<file path="src/rtl/warp_scheduler.sv">
// warp_scheduler: round-robin SIMT warp scheduler holding a PC and lane mask per warp.
// Optional feature: define WARP_SCHEDULER_DIVERGENCE_EN to build the per-warp divergence
// stack (push on divergent branch, pop on ret). Without it, divergent branches follow the
// lowest-indexed active lane and ret always retires the warp.
module warp_scheduler #(
  parameter int NUM_WARPS        = 2,
  parameter int THREADS_PER_WARP = 4,
  parameter int PC_BITS          = 8,
  parameter int STACK_DEPTH      = 4,
  localparam int WW   = (NUM_WARPS > 1) ? $clog2(NUM_WARPS) : 1,
  localparam int TC_W = $clog2(NUM_WARPS * THREADS_PER_WARP) + 1
) (
  input  logic                        clk,
  input  logic                        reset,
  input  logic                        start,
  input  logic [TC_W-1:0]             thread_count,
  output logic                        fetch_valid,
  output logic [PC_BITS-1:0]          fetch_pc,
  input  logic                        fetch_ready,
  input  logic                        decoded_mem,
  input  logic                        decoded_ret,
  input  logic                        decoded_branch,
  input  logic [PC_BITS-1:0]          decoded_target,
  input  logic [THREADS_PER_WARP-1:0] lane_taken,
  input  logic                        lsu_busy,
  output logic [WW-1:0]               issue_warp,
  output logic [THREADS_PER_WARP-1:0] active_mask,
  output logic [2:0]                  core_state,
  output logic                        stack_overflow,
  output logic                        done
);

  typedef enum logic [2:0] {
    S_IDLE    = 3'd0,
    S_FETCH   = 3'd1,
    S_DECODE  = 3'd2,
    S_REQUEST = 3'd3,
    S_WAIT    = 3'd4,
    S_EXECUTE = 3'd5,
    S_UPDATE  = 3'd6,
    S_DONE    = 3'd7
  } state_t;

  state_t                      state_q, state_d;
  logic [PC_BITS-1:0]          pc_q   [NUM_WARPS];
  logic [THREADS_PER_WARP-1:0] mask_q [NUM_WARPS];
  logic [NUM_WARPS-1:0]        retired_q;
  logic [WW-1:0]               warp_q;
  logic [THREADS_PER_WARP-1:0] taken_q;
  logic                        ovf_q;

  // launch-time decode of thread_count into per-warp masks
  logic [THREADS_PER_WARP-1:0] launch_mask [NUM_WARPS];
  logic [NUM_WARPS-1:0]        launch_retired;
  logic [WW-1:0]               launch_warp;
  logic                        launch_found;

  // UPDATE-stage results for the issued warp
  logic [PC_BITS-1:0]          cur_pc, pc_inc, upd_pc;
  logic [THREADS_PER_WARP-1:0] cur_mask, low_lane, upd_mask;
  logic                        follow_taken, upd_retire, ovf_set;
  logic [NUM_WARPS-1:0]        retired_nxt;
  logic [WW-1:0]               nxt_warp, cand;
  logic                        any_live;

`ifdef WARP_SCHEDULER_DIVERGENCE_EN
  localparam int SP_W = $clog2(STACK_DEPTH + 1);
  localparam int SI_W = (STACK_DEPTH > 1) ? $clog2(STACK_DEPTH) : 1;
  logic [SP_W-1:0]             sp_q      [NUM_WARPS];
  logic [PC_BITS-1:0]          stk_pc_q  [NUM_WARPS][STACK_DEPTH];
  logic [THREADS_PER_WARP-1:0] stk_msk_q [NUM_WARPS][STACK_DEPTH];
  logic [SI_W-1:0]             top_idx, push_idx;
  logic                        do_push, do_pop;
`endif

  assign cur_pc   = pc_q[warp_q];
  assign cur_mask = mask_q[warp_q];
  assign pc_inc   = cur_pc + PC_BITS'(1);
  // isolate the lowest set bit of the active mask
  assign low_lane     = cur_mask & (~cur_mask + THREADS_PER_WARP'(1));
  assign follow_taken = |(taken_q & low_lane);

  assign core_state     = state_q;
  assign fetch_valid    = (state_q == S_FETCH);
  assign fetch_pc       = pc_q[warp_q];
  assign issue_warp     = warp_q;
  assign active_mask    = ((state_q == S_IDLE) || (state_q == S_DONE)) ? '0 : mask_q[warp_q];
  assign done           = (state_q == S_DONE);
  assign stack_overflow = ovf_q;

  // Build launch masks: lane l of warp w is live iff its global index is below thread_count
  always_comb begin
    launch_warp  = '0;
    launch_found = 1'b0;
    for (int w = 0; w < NUM_WARPS; w++) begin
      launch_mask[w] = '0;
      for (int l = 0; l < THREADS_PER_WARP; l++)
        launch_mask[w][l] = ((w * THREADS_PER_WARP + l) < int'(thread_count));
      launch_retired[w] = ~|launch_mask[w];
      if (!launch_found && !launch_retired[w]) begin
        launch_warp  = WW'(w);
        launch_found = 1'b1;
      end
    end
  end

`ifdef WARP_SCHEDULER_DIVERGENCE_EN
  assign top_idx  = SI_W'(sp_q[warp_q] - SP_W'(1));
  assign push_idx = SI_W'(sp_q[warp_q]);
`endif

  // Resolve the issued warp's next PC/mask/retire status and the round-robin successor
  always_comb begin
    upd_pc     = pc_inc;
    upd_mask   = cur_mask;
    upd_retire = 1'b0;
    ovf_set    = 1'b0;
`ifdef WARP_SCHEDULER_DIVERGENCE_EN
    do_push    = 1'b0;
    do_pop     = 1'b0;
`endif
    if (decoded_ret) begin
`ifdef WARP_SCHEDULER_DIVERGENCE_EN
      if (sp_q[warp_q] != '0) begin
        do_pop   = 1'b1;
        upd_pc   = stk_pc_q[warp_q][top_idx];
        upd_mask = stk_msk_q[warp_q][top_idx];
      end else
`endif
        upd_retire = 1'b1;
    end else if (decoded_branch) begin
      if (taken_q == cur_mask) begin
        upd_pc = decoded_target;
      end else if (taken_q != '0) begin
`ifdef WARP_SCHEDULER_DIVERGENCE_EN
        if (sp_q[warp_q] != SP_W'(STACK_DEPTH)) begin
          do_push  = 1'b1;
          upd_mask = taken_q;
          upd_pc   = decoded_target;
        end else begin
          ovf_set = 1'b1;
          if (follow_taken) upd_pc = decoded_target;
        end
`else
        if (follow_taken) upd_pc = decoded_target;
`endif
      end
    end

    retired_nxt = retired_q;
    if (upd_retire) retired_nxt[warp_q] = 1'b1;

    nxt_warp = warp_q;
    any_live = 1'b0;
    cand     = '0;
    for (int k = 1; k <= NUM_WARPS; k++) begin
      cand = WW'((int'(warp_q) + k) % NUM_WARPS);
      if (!any_live && !retired_nxt[cand]) begin
        nxt_warp = cand;
        any_live = 1'b1;
      end
    end
  end

  // Next-state logic of the per-instruction core FSM
  always_comb begin
    state_d = state_q;
    case (state_q)
      S_IDLE:    if (start) state_d = (thread_count == '0) ? S_DONE : S_FETCH;
      S_FETCH:   if (fetch_ready) state_d = S_DECODE;
      S_DECODE:  state_d = S_REQUEST;
      S_REQUEST: state_d = S_WAIT;
      S_WAIT:    if (!decoded_mem || !lsu_busy) state_d = S_EXECUTE;
      S_EXECUTE: state_d = S_UPDATE;
      S_UPDATE:  state_d = any_live ? S_FETCH : S_DONE;
      S_DONE:    state_d = S_DONE;
      default:   state_d = S_IDLE;
    endcase
  end

  // Control state: FSM, per-warp PC/mask/retire, issue pointer, overflow flag
  always_ff @(posedge clk or negedge reset) begin
    if (!reset) begin
      state_q   <= S_IDLE;
      warp_q    <= '0;
      retired_q <= '0;
      ovf_q     <= 1'b0;
      for (int w = 0; w < NUM_WARPS; w++) begin
        pc_q[w]   <= '0;
        mask_q[w] <= '0;
`ifdef WARP_SCHEDULER_DIVERGENCE_EN
        sp_q[w]   <= '0;
`endif
      end
    end else begin
      state_q <= state_d;
      if (state_q == S_IDLE && start) begin
        retired_q <= launch_retired;
        warp_q    <= launch_warp;
        for (int w = 0; w < NUM_WARPS; w++) begin
          pc_q[w]   <= '0;
          mask_q[w] <= launch_mask[w];
`ifdef WARP_SCHEDULER_DIVERGENCE_EN
          sp_q[w]   <= '0;
`endif
        end
      end else if (state_q == S_UPDATE) begin
        pc_q[warp_q]   <= upd_pc;
        mask_q[warp_q] <= upd_mask;
        retired_q      <= retired_nxt;
        warp_q         <= nxt_warp;
        if (ovf_set) ovf_q <= 1'b1;
`ifdef WARP_SCHEDULER_DIVERGENCE_EN
        if (do_push)     sp_q[warp_q] <= sp_q[warp_q] + SP_W'(1);
        else if (do_pop) sp_q[warp_q] <= sp_q[warp_q] - SP_W'(1);
`endif
      end
    end
  end

  // Capture the branch outcome of the active lanes at the end of EXECUTE
  always_ff @(posedge clk) begin
    if (state_q == S_EXECUTE) taken_q <= lane_taken & mask_q[warp_q];
  end

`ifdef WARP_SCHEDULER_DIVERGENCE_EN
  // Divergence stack storage: reconvergence PC and the lanes left behind
  always_ff @(posedge clk) begin
    if (state_q == S_UPDATE && do_push) begin
      stk_pc_q[warp_q][push_idx]  <= pc_inc;
      stk_msk_q[warp_q][push_idx] <= cur_mask & ~taken_q;
    end
  end
`endif

endmodule

</file>
<file path="config.mk">
export PLATFORM = sky130hd
export DESIGN_NAME = warp_scheduler
export DESIGN_NICKNAME = d
export VERILOG_FILES = /design/src/rtl/warp_scheduler.sv
export SDC_FILE = /design/constraint.sdc
export NUM_CORES = 1
export LEC_CHECK = 0
export CAP_MARGIN = 10
export CORE_MARGIN = 1
export CORE_UTILIZATION = 45
export CTS_CLUSTER_SIZE = 10
export DETAILED_ROUTE_END_ITERATION = 12
export GPL_ROUTABILITY_DRIVEN = 0
export GPL_TIMING_DRIVEN = 1
export PLACE_DENSITY_LB_ADDON = 0.15
export SLEW_MARGIN = 20
export SYNTH_ARGS = -nofsm -noshare
export SYNTH_HDL_FRONTEND = slang
export SYNTH_SLANG_ARGS = --single-unit
</file>
<file path="constraint.sdc">
create_clock -name clk -period 4.4 [get_ports clk]
set_clock_uncertainty 0.1 [all_clocks]
set_input_delay 0.66 -clock clk [delete_from_list [all_inputs] [get_ports clk]]
set_output_delay 0.66 -clock clk [all_outputs]
set_load 0.05 [all_outputs]
</file>
==> impl_metrics.py, run 1 <==
metrics = {
    "outcome": {
        "status": "finished, final reports clean",
    },
    "placed_design": {
        "numPortBuffers": 41,
        "dp_hpwl_um": 3750,
        "dp_cells": 340,
    },
    "worst_setup_path": {
        "cp-end-kind": "output port",
        "crit_fanout": 24,
        "crit_path_end": "fetch_pc[3]",
        "rrSetupSlack_ns": 1.50,
        "reg2reg_depth": 7,
        "cp.required_ns": 3.64,
        "cp-start-kind": "flop",
        "setup.worst_path.class": "reg -> out",
        "startpoint": "issue_warp",
        "critical_path_arrival_ns": 2.47,
        "reg2reg_to": "pc_q[9]",
        "reg2reg_from": "issue_warp",
    },
    "timing": {
        "final-setup-viol-count": 0,
        "timing.fmax_ghz": 0.309,
        "slew_viol_final": 0,
        "post-route-period-util_pct": 73.5,
        "tightest_slew_ns": 1.08,
        "fin_tns_setup_ns": 0,
        "finalCriticalPeriod_ns": 3.23,
        "slew_headroom_pct": 27.6,
        "rsz0062_at_grt": "false",
        "hold_viol": 0,
    },
    "yosys": {
        "yosysSeqAreaShare_pct": 38.7,
        "async_flop_share_pct": 88.2,
        "syn_area_um2": 2250,
        "yosys_warnings": 0,
        "netlist_top_cells_count": "nand2_1, dfrtp_1, a21oi_1, nor2_1",
        "synthTopCellsByArea": "dfrtp_1, nand2_1, o211ai_2",
        "syn_nets": 269,
        "syn_area_per_cell_um2": 9.26,
        "synth_cells": 243,
        "yosysMostFrequentCell": "nand2_1",
        "yosysTopAreaCell": "dfrtp_1",
        "synthDistinctLibCells": 47,
        "ys_ff_latch": 34,
        "synthFlopType": "dfrtp_1",
        "synth.top_cell.area_share_pct": 33.4,
        "synth_edf_count": 4,
    },
    "clock_network": {
        "hold_buffers": 0,
        "cts_setup_buffers": 0,
        "cts_resized": 0,
        "h-tree-depth": 2,
        "cts_tree": "yes",
        "clock-root-buffer": "clkbuf_8",
        "path_clk_slew_ns": 0.07,
        "clock_path_buffers": 2,
        "clk-insertion-delay-late_ns": 0.29,
        "cts_made_buffers": 5,
        "cts_sinks": 34,
    },
    "route": {
        "drc_errors": 0,
        "drt-pass1-iter-count": 4,
        "vias": 1988,
        "wl_met3_um": 216,
        "initialDrtViolationCount": 124,
        "wirelength_met1_um": 2780,
        "maxUsedRoutingLayer": "met4",
        "avgRoutedWirePerCell_um": 15.6,
        "wl_met2_um": 2340,
        "ant_nets": 0,
        "via_per_inst": 5.71,
        "wirelength_um": 5420,
    },
    "power_and_ir_drop": {
        "cellLeakagePower_nw": 1.10,
        "cellPowerDensity_nw_per_um2": 693,
        "peakVddDrop_v": 0.000594,
    },
    "cells_and_area": {
        "syn_to_final_growth_pct": 23.1,
        "instances_no_fill": 348,
        "drive_gt1_share_pct": 12.1,
        "fillers": 451,
        "num-nets-final": 306,
        "n_antenna_cell": 0,
    },
    "floorplan": {
        "fp.dieH_um": 72.7,
        "die_area_um2": 5290,
        "fp-row-count": 25,
        "num_io_pins": 43,
        "chipWidth_um": 72.7,
        "core_um2": 4750,
        "initial_core_util_pct": 47.3,
    },
    "worst_hold_path": {
        "min_path_type": "reg -> reg",
    },
    "grt": {
        "antenna_found_initial": 0,
        "grt_pass1_vias": 1809,
        "grt_first_pass_wirelength_um": 9000,
        "grt_max_degree": 31,
        "grtUsageTotal_pct": 22.4,
        "overflow": 0,
    },
    "run": {
        "cap_violations": 0,
    },
}
[layout make-up]
cell class / instances / area (um2) / share of cell area, %
Clock buffer: 7 / 86.3 / 3.12
Clock inverter: 1 / 5.00 / 0.181
Inverter: 8 / 30.0 / 1.08
Multi-Input combinational cell: 186 / 1250 / 45.3
Sequential cell: 34 / 871 / 31.4
Tap cell: 67 / 83.8 / 3.03
Timing Repair Buffer: 45 / 440 / 15.9
[through the flow]
stage	hold WS [ns]	setup WS (ns)	total power, mW	util (%)	instance area, um2
global route	0.429	1.00	2.05	58.3	2770
detailed placement	0.372	1.49	1.68	56.3	2680
finish	0.400	1.17	1.92	58.3	2770
CTS	0.397	1.16	1.92	58.3	2770
floorplan	0.264	1.21	1.40	-	2250
global placement	0.374	1.52	1.67	56.3	2680
[critical path, cell delays in order, from the launching register on]
cell and delay (ns):
dfrtp_1 0.66, buf_4 0.35, mux2i_1 0.40, inv_1 0.07
clkdlybuf4s50_1 0.70
[cell families after synthesis]
kind of cell,Yosys count,synth area share [%]
compound gates,60,20.2
simple gates,101,23.6
xor+xnor,8,3.45
buf+inv,23,5.61
flops,34,38.7
mux,14,7.23
fa+ha+maj,2,1.11
other cells,1,0.167
[cells in the final DEF (no fill, tap or decap), types with 6 or more instances in the layout]
master	count
mux2_2	8
clkbuf_8	6
o21ai_0	7
nor2_1	17
nand4_1	10
nor3_1	8
a21oi_1	19
clkdlybuf4s50_1	41
inv_1	8
nand2_1	36
dfrtp_1	30
o211ai_2	10
[where the power goes]
part / leakage (nW) / switching (mW) / internal (mW)
Clock: 0.0482 / 0.117 / 0.126
Combinational: 0.655 / 0.669 / 0.422
Sequential: 0.397 / 0.143 / 0.442
[flip-flops by register name, summed over array words and instances, names as in the netlist]
register and cells:
retired_q 2, issue_warp 1, taken_q 4, mask_q 8, pc_q 16, core_state 3
[how the worst min path moves through the flow]
stage	from	to	slack, ns	cells after the start
after floorplan	reset	core_state[0]	0.26	0
after global placement	pc_q[7]	pc_q[7]	0.37	2
after detailed placement	pc_q[6]	pc_q[6]	0.37	2
after CTS	pc_q[6]	pc_q[6]	0.40	2
after global routing	pc_q[7]	pc_q[7]	0.43	2
final	pc_q[6]	pc_q[6]	0.40	2
[per-layer routing]
layer	track usage [%]	vias up
met3	3.73	6
met2	33.0	52
met1	33.4	964
met5	0	-
met4	7.19	0
li1	-	966
(Power assumes the default switching activity.)
==> inputs of run 2 (changes only) <==
- clock period: 4.4 -> 2.8 ns (I/O delays scaled with it)
==> impl_metrics.py, run 2 (same netlist as run 1, synthesis figures left out) <==
metrics = {
    "outcome": {
        "status": "finished, final reports clean",
    },
    "worst_hold_path": {
        "min_path_type": "reg -> reg",
        "holdPathStages": 2,
        "holdPathEnd": "pc_q[14]",
        "min_from": "pc_q[14]",
    },
    "clock_network": {
        "cts_setup_buffers": 0,
        "cts_sinks": 34,
        "clock_path_buffers": 2,
        "clock-root-buffer": "clkbuf_8",
        "cts_tree": "yes",
        "clk-insertion-delay-late_ns": 0.29,
        "h-tree-depth": 2,
        "cts_made_buffers": 5,
        "path_clk_slew_ns": 0.07,
    },
    "route": {
        "vias": 1958,
        "wirelength_um": 5240,
        "ant_nets": 0,
        "avgRoutedWirePerCell_um": 14.8,
        "drc_errors": 0,
        "via_per_inst": 5.52,
        "initialDrtViolationCount": 113,
        "drt-pass1-iter-count": 4,
    },
    "timing": {
        "tightest_slew_ns": 0.696,
        "hold_viol": 0,
        "post-route-period-util_pct": 92.8,
        "slew_headroom_pct": 53.2,
        "finalCriticalPeriod_ns": 2.60,
        "rsz0062_at_grt": "false",
        "timing.fmax_ghz": 0.385,
        "setup_ws_ns": 0.202,
        "slew_viol_final": 0,
        "final-setup-viol-count": 0,
    },
    "worst_setup_path": {
        "crit_fanout": 33,
        "cp-end-kind": "output port",
        "cp_top_family": "buffers and inverters",
        "crit_slowest_cell": "clkdlybuf4s50_1",
        "cp-start-kind": "flop",
        "reg2reg_to": "pc_q[9]",
        "setup.worst_path.class": "reg -> out",
        "critical_path_arrival_ns": 2.08,
        "cp.required_ns": 2.28,
        "rrSetupSlack_ns": 0.56,
        "reg2reg_depth": 8,
        "critPathMaxStageDelay_ns": 0.70,
        "reg2reg_from": "issue_warp",
        "cp.buffers_inverters": 3,
        "path_cells": "buf_12, mux2i_1, inv_1, clkdlybuf4s50_1",
    },
    "cells_and_area": {
        "top_register": "pc_q",
        "num-nets-final": 313,
        "final_cell_mix": "clkdlybuf4s50_1, nand2_1, dfrtp_1",
        "largest_reg_flops": 16,
        "syn_to_final_growth_pct": 27.2,
        "instances_no_fill": 355,
        "mostFrequentLayoutCell": "clkdlybuf4s50_1",
        "fillers": 413,
        "largestRegisters": "pc_q x16, mask_q x8, taken_q x4",
        "multi_input_area_um2": 1260,
        "n_antenna_cell": 0,
        "seqCellArea_um2": 872,
        "drive_gt1_share_pct": 16.0,
    },
    "power_and_ir_drop": {
        "peakVddDrop_v": 0.000753,
        "cellPowerDensity_nw_per_um2": 1100,
        "p_comb_share_pct": 57.3,
        "switching_power_mw": 1.46,
        "p_total_mw": 3.14,
        "p_sw_share_pct": 46.6,
        "p_seq_share_pct": 28.4,
        "clockPowerShare_pct": 14.3,
        "cellLeakagePower_nw": 1.18,
        "internal-power_mw": 1.68,
    },
    "grt": {
        "grtUsageTotal_pct": 22.8,
        "grt_pass1_vias": 1876,
        "overflow": 0,
        "antenna_found_initial": 0,
        "grt_first_pass_wirelength_um": 9180,
        "grt_max_degree": 34,
    },
    "placed_design": {
        "preCtsSetupSlack_ns": 0.366,
        "dp_hpwl_um": 3750,
        "dp_cells": 347,
        "numPortBuffers": 41,
    },
    "floorplan": {
        "core_um2": 4750,
        "die_area_um2": 5290,
        "fp-row-count": 25,
        "fp.dieH_um": 72.7,
        "initial_core_util_pct": 47.3,
        "chipWidth_um": 72.7,
        "num_io_pins": 43,
    },
    "run": {
        "cap_violations": 0,
    },
}
-- run 2: area by class of cell --
type	count	area share [%]
clock buffers	7	2.67
clock inverters	1	1.05
inverters	8	1.05
multi-input cells	186	44.2
flip-flops and latches	34	30.5
well taps	67	2.93
repair buffers	52	17.7
-- run 2: worst max-delay path by stage --
stage | slack, ns | cells past startpoint | end | start
floorplan | -0.02 | 12 | pc_q[9] | issue_warp
global placement | 0.39 | 5 | active_mask[0] | core_state[0]
detailed placement | 0.37 | 6 | pc_q[1] | start
CTS | 0.05 | 5 | active_mask[0] | core_state[0]
global route | 0.06 | 3 | fetch_valid | core_state[0]
finish | 0.20 | 4 | fetch_pc[3] | issue_warp
-- run 2: power by group through the flow --
stage / Combinational [mW] / Clock (mW) / Sequential, mW
floorplan: 1.36 / 0 / 0.890
global placement: 1.79 / 0 / 0.898
detailed placement: 1.80 / 0 / 0.898
CTS: 1.81 / 0.461 / 0.891
global route: 1.95 / 0.481 / 0.925
finish: 1.80 / 0.450 / 0.892
-- run 2: worst register-to-register path: cells and delay by family (launching register included) --
family / cells / cell delay (ns)
adders and majority gates: 1 / 0.18
DFF: 1 / 0.40
buffers and inverters: 2 / 0.31
AOI/OAI and AO/OA: 4 / 0.87
muxes: 1 / 0.26
-- run 2: what timing repair did --
item                       4_1_cts  5_1_grt
resized for setup                0        2
hold buffers                     0        0
setup endpoints to repair        0        2
-- run 2: routing by layer --
layer / up-vias / track usage (%) / wire [um]
met1: 922 / 32.2 / 2520
met5: - / 0 / 0
li1: 980 / - / -
met2: 50 / 34.9 / 2370
met4: 0 / 7.84 / 79
met3: 6 / 4.28 / 271
-- run 2: per-stage QoR --
step	TNS, ns	area [um2]	hold slack (ns)	utilization, %
5_1_grt	0	2860	0.426	60.2
4_1_cts	0	2860	0.405	60.1
2_1_floorplan	-0.0156	2280	0.0244	-
3_3_place_gp	0	2750	0.398	57.9
6_report	0	2860	0.397	60.2
3_5_place_dp	0	2750	0.389	57.9
